==> src/rtl/traffic_phase_controller.sv <==
// traffic_phase_controller
//   Main-road / side-road intersection sequencer with a pedestrian walk phase.
//   Main road rests on green and is released to yellow once its minimum green
//   has run and either a pedestrian press or a side-road vehicle is waiting.
//   After the all-red clearance the walk phase is served ahead of the side road.
//
// Ports
//   clk          single rising-edge clock
//   reset        asynchronous active-high reset
//   ped_btn      asynchronous pedestrian button (synchronized, rising edge used)
//   side_req     asynchronous side-road sensor level (synchronized)
//   walk_done    1-cycle done pulse from the external walk timer
//   main_lights  {red,yellow,green} main road, one-hot
//   side_lights  {red,yellow,green} side road, one-hot
//   walk_light   WALK lamp, high throughout WALK
//   walk_start   1-cycle pulse on the first WALK cycle
//   walk_enable  high throughout WALK
//   ped_pending  latched pedestrian request
//   state        current state encoding
//   fault        sticky walk-watchdog flag
//
// state          | meaning
// MAIN_GREEN  0  | main green, waits for min green and a request
// MAIN_YELLOW 1  | main yellow
// RED_TO_X    2  | all-red before walk or side green
// SIDE_GREEN  3  | side green, fixed length
// SIDE_YELLOW 4  | side yellow
// WALK        5  | pedestrian walk, ends on walk_done or watchdog
// RED_TO_MAIN 6  | all-red before main green
module traffic_phase_controller #(
  parameter int unsigned TICKS_PER_SEC  = 50_000_000,
  parameter int unsigned GREEN_MIN_SEC  = 10,
  parameter int unsigned YELLOW_SEC     = 3,
  parameter int unsigned ALL_RED_SEC    = 1,
  parameter int unsigned SIDE_GREEN_SEC = 8,
  parameter int unsigned WALK_MAX_SEC   = 9
) (
  input  logic       clk,
  input  logic       reset,
  input  logic       ped_btn,
  input  logic       side_req,
  input  logic       walk_done,
  output logic [2:0] main_lights,
  output logic [2:0] side_lights,
  output logic       walk_light,
  output logic       walk_start,
  output logic       walk_enable,
  output logic       ped_pending,
  output logic [2:0] state,
  output logic       fault
);

  typedef enum logic [2:0] {
    ST_MAIN_GREEN  = 3'd0,
    ST_MAIN_YELLOW = 3'd1,
    ST_RED_TO_X    = 3'd2,
    ST_SIDE_GREEN  = 3'd3,
    ST_SIDE_YELLOW = 3'd4,
    ST_WALK        = 3'd5,
    ST_RED_TO_MAIN = 3'd6,
    ST_ILLEGAL     = 3'd7
  } state_e;

  localparam int unsigned TW = (TICKS_PER_SEC > 1) ? $clog2(TICKS_PER_SEC) : 1;
  localparam int unsigned SW = 16;

  localparam logic [TW-1:0] TICK_LAST   = TW'(TICKS_PER_SEC - 1);
  localparam logic [SW-1:0] SEC_MAX     = {SW{1'b1}};
  localparam logic [SW-1:0] GREEN_MIN   = SW'(GREEN_MIN_SEC);
  localparam logic [SW-1:0] GREEN_LAST  = SW'(GREEN_MIN_SEC - 1);
  localparam logic [SW-1:0] YELLOW_LAST = SW'(YELLOW_SEC - 1);
  localparam logic [SW-1:0] ALLRED_LAST = SW'(ALL_RED_SEC - 1);
  localparam logic [SW-1:0] SIDEG_LAST  = SW'(SIDE_GREEN_SEC - 1);
  localparam logic [SW-1:0] WALK_LAST   = SW'(WALK_MAX_SEC - 1);

  localparam logic [2:0] LAMP_RED    = 3'b100;
  localparam logic [2:0] LAMP_YELLOW = 3'b010;
  localparam logic [2:0] LAMP_GREEN  = 3'b001;

  state_e        state_q, state_d;
  logic [TW-1:0] tick_q, tick_d;
  logic [SW-1:0] sec_q, sec_d;
  logic          ped_meta_q, ped_sync_q, ped_prev_q;
  logic          side_meta_q, side_sync_q;
  logic          ped_pending_q, ped_pending_d;
  logic          fault_q, fault_set;
  logic [2:0]    main_q, main_d, side_q, side_d;
  logic          walk_q, walk_start_q, walk_entry;
  logic          tick_wrap, green_min_met, ped_rise;

  assign tick_wrap = (tick_q == TICK_LAST);
  assign ped_rise  = ped_sync_q & ~ped_prev_q;
  // True on the last cycle of the minimum green and on every cycle after it.
  assign green_min_met = (sec_q >= GREEN_MIN) || (tick_wrap && (sec_q == GREEN_LAST));

  always_comb begin
    state_d   = state_q;
    fault_set = 1'b0;
    case (state_q)
      ST_MAIN_GREEN:  if (green_min_met && (ped_pending_q || side_sync_q)) state_d = ST_MAIN_YELLOW;
      ST_MAIN_YELLOW: if (tick_wrap && sec_q == YELLOW_LAST) state_d = ST_RED_TO_X;
      ST_RED_TO_X:    if (tick_wrap && sec_q == ALLRED_LAST)
                        state_d = ped_pending_q ? ST_WALK : ST_SIDE_GREEN;
      ST_SIDE_GREEN:  if (tick_wrap && sec_q == SIDEG_LAST) state_d = ST_SIDE_YELLOW;
      ST_SIDE_YELLOW: if (tick_wrap && sec_q == YELLOW_LAST) state_d = ST_RED_TO_MAIN;
      ST_WALK: begin
        // A done pulse on the watchdog's last cycle still counts as a clean exit.
        if (walk_done) begin
          state_d = ST_RED_TO_MAIN;
        end else if (tick_wrap && sec_q == WALK_LAST) begin
          state_d   = ST_RED_TO_MAIN;
          fault_set = 1'b1;
        end
      end
      ST_RED_TO_MAIN: if (tick_wrap && sec_q == ALLRED_LAST) state_d = ST_MAIN_GREEN;
      default:        state_d = ST_MAIN_GREEN;
    endcase
  end

  always_comb begin
    if (state_d != state_q) begin
      tick_d = '0;
      sec_d  = '0;
    end else if (tick_wrap) begin
      tick_d = '0;
      sec_d  = (sec_q == SEC_MAX) ? sec_q : sec_q + 1'b1;
    end else begin
      tick_d = tick_q + 1'b1;
      sec_d  = sec_q;
    end
  end

  assign walk_entry = (state_d == ST_WALK) && (state_q != ST_WALK);

  always_comb begin
    ped_pending_d = ped_pending_q;
    if (ped_rise && state_q != ST_WALK) ped_pending_d = 1'b1;
    if (walk_entry) ped_pending_d = 1'b0;
  end

  // Lamps are decoded from the next state so they change on the same edge as state.
  always_comb begin
    main_d = LAMP_RED;
    side_d = LAMP_RED;
    case (state_d)
      ST_MAIN_GREEN:  main_d = LAMP_GREEN;
      ST_MAIN_YELLOW: main_d = LAMP_YELLOW;
      ST_SIDE_GREEN:  side_d = LAMP_GREEN;
      ST_SIDE_YELLOW: side_d = LAMP_YELLOW;
      default: begin
        main_d = LAMP_RED;
        side_d = LAMP_RED;
      end
    endcase
  end

  always_ff @(posedge clk or posedge reset) begin
    if (reset) begin
      state_q       <= ST_MAIN_GREEN;
      tick_q        <= '0;
      sec_q         <= '0;
      ped_meta_q    <= 1'b0;
      ped_sync_q    <= 1'b0;
      ped_prev_q    <= 1'b0;
      side_meta_q   <= 1'b0;
      side_sync_q   <= 1'b0;
      ped_pending_q <= 1'b0;
      fault_q       <= 1'b0;
      main_q        <= LAMP_GREEN;
      side_q        <= LAMP_RED;
      walk_q        <= 1'b0;
      walk_start_q  <= 1'b0;
    end else begin
      state_q       <= state_d;
      tick_q        <= tick_d;
      sec_q         <= sec_d;
      ped_meta_q    <= ped_btn;
      ped_sync_q    <= ped_meta_q;
      ped_prev_q    <= ped_sync_q;
      side_meta_q   <= side_req;
      side_sync_q   <= side_meta_q;
      ped_pending_q <= ped_pending_d;
      fault_q       <= fault_q | fault_set;
      main_q        <= main_d;
      side_q        <= side_d;
      walk_q        <= (state_d == ST_WALK);
      walk_start_q  <= walk_entry;
    end
  end

  assign state       = state_q;
  assign main_lights = main_q;
  assign side_lights = side_q;
  assign walk_light  = walk_q;
  assign walk_enable = walk_q;
  assign walk_start  = walk_start_q;
  assign ped_pending = ped_pending_q;
  assign fault       = fault_q;

endmodule
==> config.mk <==
export PLATFORM = sky130hd
export DESIGN_NAME = traffic_phase_controller
export DESIGN_NICKNAME = d
export VERILOG_FILES = /design/src/rtl/traffic_phase_controller.sv
export SDC_FILE = /design/constraint.sdc
export NUM_CORES = 1
export LEC_CHECK = 0
export ABC_AREA = 0
export CORE_MARGIN = 2
export CORE_UTILIZATION = 40
export DETAILED_ROUTE_END_ITERATION = 10
export SLEW_MARGIN = 5
export SYNTH_ARGS = -nofsm -noshare
export SYNTH_HDL_FRONTEND = slang
export SYNTH_SLANG_ARGS = --single-unit
export TNS_END_PERCENT = 100
==> constraint.sdc <==
create_clock -name clk -period 7.78 [get_ports clk]
set_input_delay 1.556 -clock clk [delete_from_list [all_inputs] [get_ports clk]]
set_output_delay 1.556 -clock clk [all_outputs]
set_load 0.02 [all_outputs]
==> flow_metrics.tcl, run 1 <==
set metrics [dict create \
    status "completed" \
    ant_nets 0 \
    core-area_sq_mm 0.00765 \
    fin_crit_ns 3.56 \
    yosys.area_share.adder 0.0201 \
    critPathKind "input pin to flop" \
    grt-ovfl-total 0 \
    io_pins 19 \
    cts_tree "yes" \
    synth-simple-area-share 0.277 \
    relSlewSlack 0.517 \
    drc 0 \
    rsz0062_at_grt "no" \
    post_cts_resized 0 \
    regArea_sq_mm 0.00150 \
    start_util 0.408 \
    ys_types 51 \
    ctsHoldBuffers 0 \
    core.rowCount 32 \
    clock-sinks 60 \
    skew_ns 0.00527 \
    setup_viol 0 \
    ys.flop_type "dfrtp_1" \
    worst_setup_path_start_kind "input pin" \
    hp-class "flop to flop" \
    postCtsSetupBuffers 0 \
    die_x_um 92.3 \
    yosys_warnings 0 \
    antenna_found_initial 0 \
    synth_top_cell_area_share 0.465 \
    cts.htree.levels 3 \
    setup-tns-final_ns 0 \
    grt_usage 0.160 \
    drt_pass1_iterations 4 \
    slew_violations 0 \
    ys_seq_elements 60 \
    clkSlewWorstSetupHoldPaths_ns 0.06 \
    cts.path.max_buffers 2 \
    fin_nets 351 \
    dieArea_sq_mm 0.00852 \
    power_leakage_nw 1.49 \
    power_mw 0.837 \
    avgSynthCellArea_sq_um 9.59 \
    max_freq_mhz 281 \
    synth_edf_count 0 \
    drt_iter0_drc 108 \
    hold_slack_ns 0.353 \
    vias 2371 \
    synthMuxAreaShare 0.00482 \
    peakVddDrop_v 0.0000794 \
    cp.arrival_ns 3.80 \
    gp_congestion 0.811 \
    drv_cap 0 \
    numCtsBuffers 9 \
    ys_top_cells_by_area "dfrtp_1 (47%), xnor2_1 (8.1%), nor2_1 (6.0%), nand3_1 (3.5%), nand2_1 (3.5%)" \
    finalHoldViolations 0 \
    synth_compound_area_frac 0.0578 \
    antenna_cells 0 \
    critPathMaxFanout 42 \
    areaGrowthSynthToFinish_pct 15.4 \
    worst_skew_pair.late_latency_ns 0.33 \
    synth_top_area_cell "dfrtp_1" \
    placed_area_sq_mm 0.00335 \
    final_area_sq_mm 0.00360 \
    synthArstFlopShare 1.00 \
    yosysSeqAreaShare 0.482 \
    io_buffers 18 \
    grt_max_degree 61 \
    worst_slack_ns 4.22 \
    grt_pass1_wl_mm 10.7 \
    synth_top_family_by_area "simple AND/OR/NAND/NOR gates" \
    preCtsSetupSlack_ns 3.84 \
    synth_common_cells "dfrtp_1 (58), nor2_1 (50), nand2_1 (29), xnor2_1 (29), nand3_1 (22)" \
    wire_per_inst_um 13.5 \
    synth_cells 325 \
    worstPathRequired_ns 8.02 \
    wl_mm 6.05 \
    hpwl_mm 4.01 \
    cts_root_buffer "clkbuf_8" \
    die_h_um 92.3 \
    drive_gt1_frac 0.0809 \
    syn_nets 335 \
    yosysMostFrequentCell "dfrtp_1" \
    period_share 0.457 \
    n_fill_cell 728 \
    p_per_area_mw_per_mm2 233 \
    viasPerCell 5.29 \
    multi_input_area_sq_mm 0.00146 \
    grt_pass1_vias 2273 \
    end_kind "flop" \
    syn_area_sq_mm 0.00312 \
    synthXorXnorAreaFrac 0.110 \
    worst_slew_pin_slew_ns 0.725 \
]
[worst max-delay path: stages]
cell and delay, ns:
clkdlybuf4s50_1 0.47, or4_1 0.18, nor2_1 0.06, or3_1 0.35, a221oi_4 0.41, mux2_4 0.52
nor3_1 0.25
[layer usage]
metal	up-vias	part of all wire	track usage
li1	1149	-	-
met2	54	0.45	0.238
met5	-	0	0
met3	14	0.038	0.0301
met4	0	0.024	0.0920
met1	1154	0.49	0.219
[flip-flops by register name (all words and copies together), names as in the netlist]
name / cells
fault: 1
main_lights: 3
ped_meta_q: 1
ped_pending: 1
ped_prev_q: 1
ped_sync_q: 1
sec_q: 16
side_lights: 3
side_meta_q: 1
side_sync_q: 1
state: 3
tick_q: 26
walk_enable: 1
walk_start: 1
[where the power goes]
| part | internal (mW) | leakage [nW] | switching [mW] |
|---|---|---|---|
| Clock | 0.230 | 0.127 | 0.116 |
| Combinational | 0.0494 | 0.607 | 0.0524 |
| Sequential | 0.349 | 0.756 | 0.0405 |
| Total | 0.628 | 1.49 | 0.209 |
[logic make-up (layout without fill, tap and decap cells)]
family,after synthesis,in the layout
flops,60,60
xor+xnor,39,39
fa+ha+maj,5,5
buf+inv,31,52
compound gates,22,22
simple gates,167,167
mux,1,1
[cell type report]
class                           instances  share of cell area
Timing Repair Buffer                   19              0.0522
Multi-Input combinational cell        234               0.407
Tap cell                              102              0.0355
Clock buffer                           12              0.0431
Sequential cell                        60               0.418
Inverter                               17              0.0177
Clock inverter                          4              0.0264
[per-stage QoR]
stage                util  instances
floorplan               -        325
global placement    0.438        432
detailed placement  0.438        432
CTS                 0.470        448
global route        0.470        448
finish              0.470        448
[final timing paths]
kind | cells after the start | end | from | slack, ns
setup / recovery | 7 | tick_q[21] | walk_done | 4.22
hold / removal | 0 | ped_sync_q | ped_meta_q | 0.35
setup reg to reg | 8 | tick_q[21] | tick_q[0] | 4.47
hold reg to reg | 0 | ped_sync_q | ped_meta_q | 0.35
max in group asynchronous | 3 | sec_q[0] | reset | 5.55
min in group asynchronous | 3 | tick_q[13] | reset | 1.75
[placed cells by master, fill, tap and decap left out, drive strengths merged, types with 2 or more instances in the layout]
| master | synthesis | routed |
|---|---|---|
| nor3 | 20 | 20 |
| nor4 | 5 | 5 |
| xnor2 | 29 | 29 |
| nand2 | 29 | 29 |
| o21ai | 5 | 5 |
| bufinv | 0 | 3 |
| nor3b | 3 | 3 |
| clkdlybuf4s50 | 0 | 18 |
| clkbuf | 8 | 12 |
| and4 | 4 | 4 |
| dfrtp | 58 | 58 |
| xor2 | 10 | 10 |
| and2 | 2 | 2 |
| or4 | 3 | 3 |
| nand3 | 23 | 23 |
| dfstp | 2 | 2 |
| nor2b | 2 | 2 |
| nor2 | 50 | 50 |
| inv | 17 | 17 |
| o22a | 2 | 2 |
| ha | 5 | 5 |
| a31oi | 2 | 2 |
| or3 | 3 | 3 |
| nand4 | 10 | 10 |
| and3 | 6 | 6 |
(Power assumes the default switching activity.)
==> run 2, diff against run 1 <==
==> constraint.sdc (replaced) <==
create_clock -name clk -period 3.7 [get_ports clk]
set_input_delay 0.74 -clock clk [delete_from_list [all_inputs] [get_ports clk]]
set_output_delay 0.74 -clock clk [all_outputs]
set_load 0.02 [all_outputs]
==> run 2 against run 1 <==
Effect of this change: utilization shrank 0.49 points; setup slack lost 3.9 ns; clock skew grew 0.0043 ns; final area shrank 1.0%; sequential power grew 110%; clock power grew 82%; flip-flop and latch count is the same; global-route usage grew 0.17 points; critical path type is now flop to flop; largest power group unchanged.
==> flow_metrics.tcl, run 2 (synthesis results as in run 1) <==
set metrics [dict create \
    viasPerCell 5.15 \
    power_mw 1.66 \
    cts_tree "yes" \
    drc 0 \
    clkSlewWorstSetupHoldPaths_ns 0.07 \
    hp-class "flop to flop" \
    min_from "side_meta_q" \
    post_cts_resized 0 \
    io_buffers 18 \
    status "completed" \
    grt_usage 0.162 \
    die_x_um 92.3 \
    wl_mm 6.22 \
    cts.htree.levels 3 \
    setup-tns-final_ns 0 \
    setup_viol 0 \
    antenna_found_initial 0 \
    skew_ns 0.00955 \
    r2r.worst_path.cells 8 \
    postCtsSetupBuffers 0 \
    placed_area_sq_mm 0.00335 \
    final_cell_mix "dfrtp_1 (58), nor2_1 (50), nand2_1 (29), xnor2_1 (29), nand3_1 (22)" \
    grt_pass1_wl_mm 10.9 \
    worst_slew_pin_slew_ns 0.539 \
    p_sw_frac 0.271 \
    critPathKind "flop to flop" \
    die_h_um 92.3 \
    cp.arrival_ns 3.59 \
    ctsHoldBuffers 0 \
    wire_per_inst_um 13.9 \
    p_per_area_mw_per_mm2 467 \
    p_sw_mw 0.450 \
    drv_cap 0 \
    numCtsBuffers 9 \
    start_util 0.408 \
    grt_pass1_vias 2270 \
    largest_register_ffs 26 \
    fin_crit_ns 3.35 \
    largestRegisters "tick_q: 26 flops, sec_q: 16 flops" \
    cts_root_buffer "clkbuf_8" \
    power_frac_seq 0.491 \
    core.rowCount 32 \
    gp_congestion 0.826 \
    critPathMaxFanout 42 \
    io_pins 19 \
    cts.path.max_buffers 2 \
    drt_pass1_iterations 4 \
    slew_violations 0 \
    layout_commonest_cell "dfrtp_1" \
    worstPathRequired_ns 3.94 \
    power_leakage_nw 1.47 \
    drive_gt1_frac 0.0809 \
    clock-sinks 60 \
    peakVddDrop_v 0.000164 \
    period_share 0.905 \
    core-area_sq_mm 0.00765 \
    clkPwrFrac 0.379 \
    vias 2307 \
    fin_nets 352 \
    grt_max_degree 43 \
    grt-ovfl-total 0 \
    p_int_mw 1.21 \
    p_comb_frac 0.131 \
    startpoint "tick_q[0]" \
    max_freq_mhz 299 \
    end_kind "flop" \
    worst_skew_pair.late_latency_ns 0.34 \
    areaGrowthSynthToFinish_pct 14.2 \
    rsz0062_at_grt "no" \
    antenna_cells 0 \
    ant_nets 0 \
    r2r_start "tick_q[0]" \
    relSlewSlack 0.640 \
    drt_iter0_drc 117 \
    largest-register "tick_q" \
    worst_setup_path_start_kind "flop" \
    dieArea_sq_mm 0.00852 \
    hpwl_mm 4.26 \
    hold_depth 0 \
    final_area_sq_mm 0.00356 \
    finalHoldViolations 0 \
]
## run 2: routing by layer
layer / wire length [um] / global-route usage / part of all wire / vias up
met5: 0 / 0 / 0 / -
met4: 66 / 0.0684 / 0.011 / 0
met3: 245 / 0.0431 / 0.039 / 5
met2: 2870 / 0.243 / 0.46 / 40
met1: 3040 / 0.222 / 0.49 / 1115
li1: - / - / - / 1147
## run 2: per-stage QoR
| stage | utilization | hold WS (ns) | std cells | setup slack, ns |
|---|---|---|---|---|
| 2_1_floorplan | - | 0.331 | 325 | 0.821 |
| 3_3_place_gp | 0.439 | 0.343 | 433 | 0.490 |
| 3_5_place_dp | 0.439 | 0.349 | 433 | 0.371 |
| 4_1_cts | 0.465 | 0.353 | 448 | 0.347 |
| 5_1_grt | 0.465 | 0.365 | 448 | 0.137 |
| 6_report | 0.465 | 0.350 | 448 | 0.351 |
## run 2: final timing paths
path,end,slack (ns)
max in group asynchronous,side_lights[2],2.26
min in group asynchronous,tick_q[13],0.71
worst min register to register,side_sync_q,0.35
worst max register to register,tick_q[14],0.35
worst max-delay path,tick_q[14],0.35
worst min-delay path,side_sync_q,0.35
## run 2: cell type report
class                   instances  area (sq um)
clock buffers                  10           128
clock inverters                 5          77.6
fillers                       723          4090
inverters                      17          63.8
multi-input cells             234          1460
flip-flops and latches         60          1500
well taps                     102           128
repair buffers                 20           195
## run 2: power by group through the flow
stage	Combinational (mW)	Sequential, mW	Clock [mW]
5_1_grt	0.248	0.829	0.679
3_5_place_dp	0.216	0.826	0
6_report	0.217	0.815	0.629
2_1_floorplan	0.167	0.811	0
3_3_place_gp	0.217	0.826	0
4_1_cts	0.219	0.815	0.642
## run 2: critical path, cell delays in order (launching register included)
cell and delay (ns):
dfrtp_1 0.38, ha_1 0.21, and4_1 0.29, nor4b_2 0.49
nand3_4 0.21, or3_1 0.43, a221oi_4 0.41, mux2_4 0.51
nor3_1 0.27
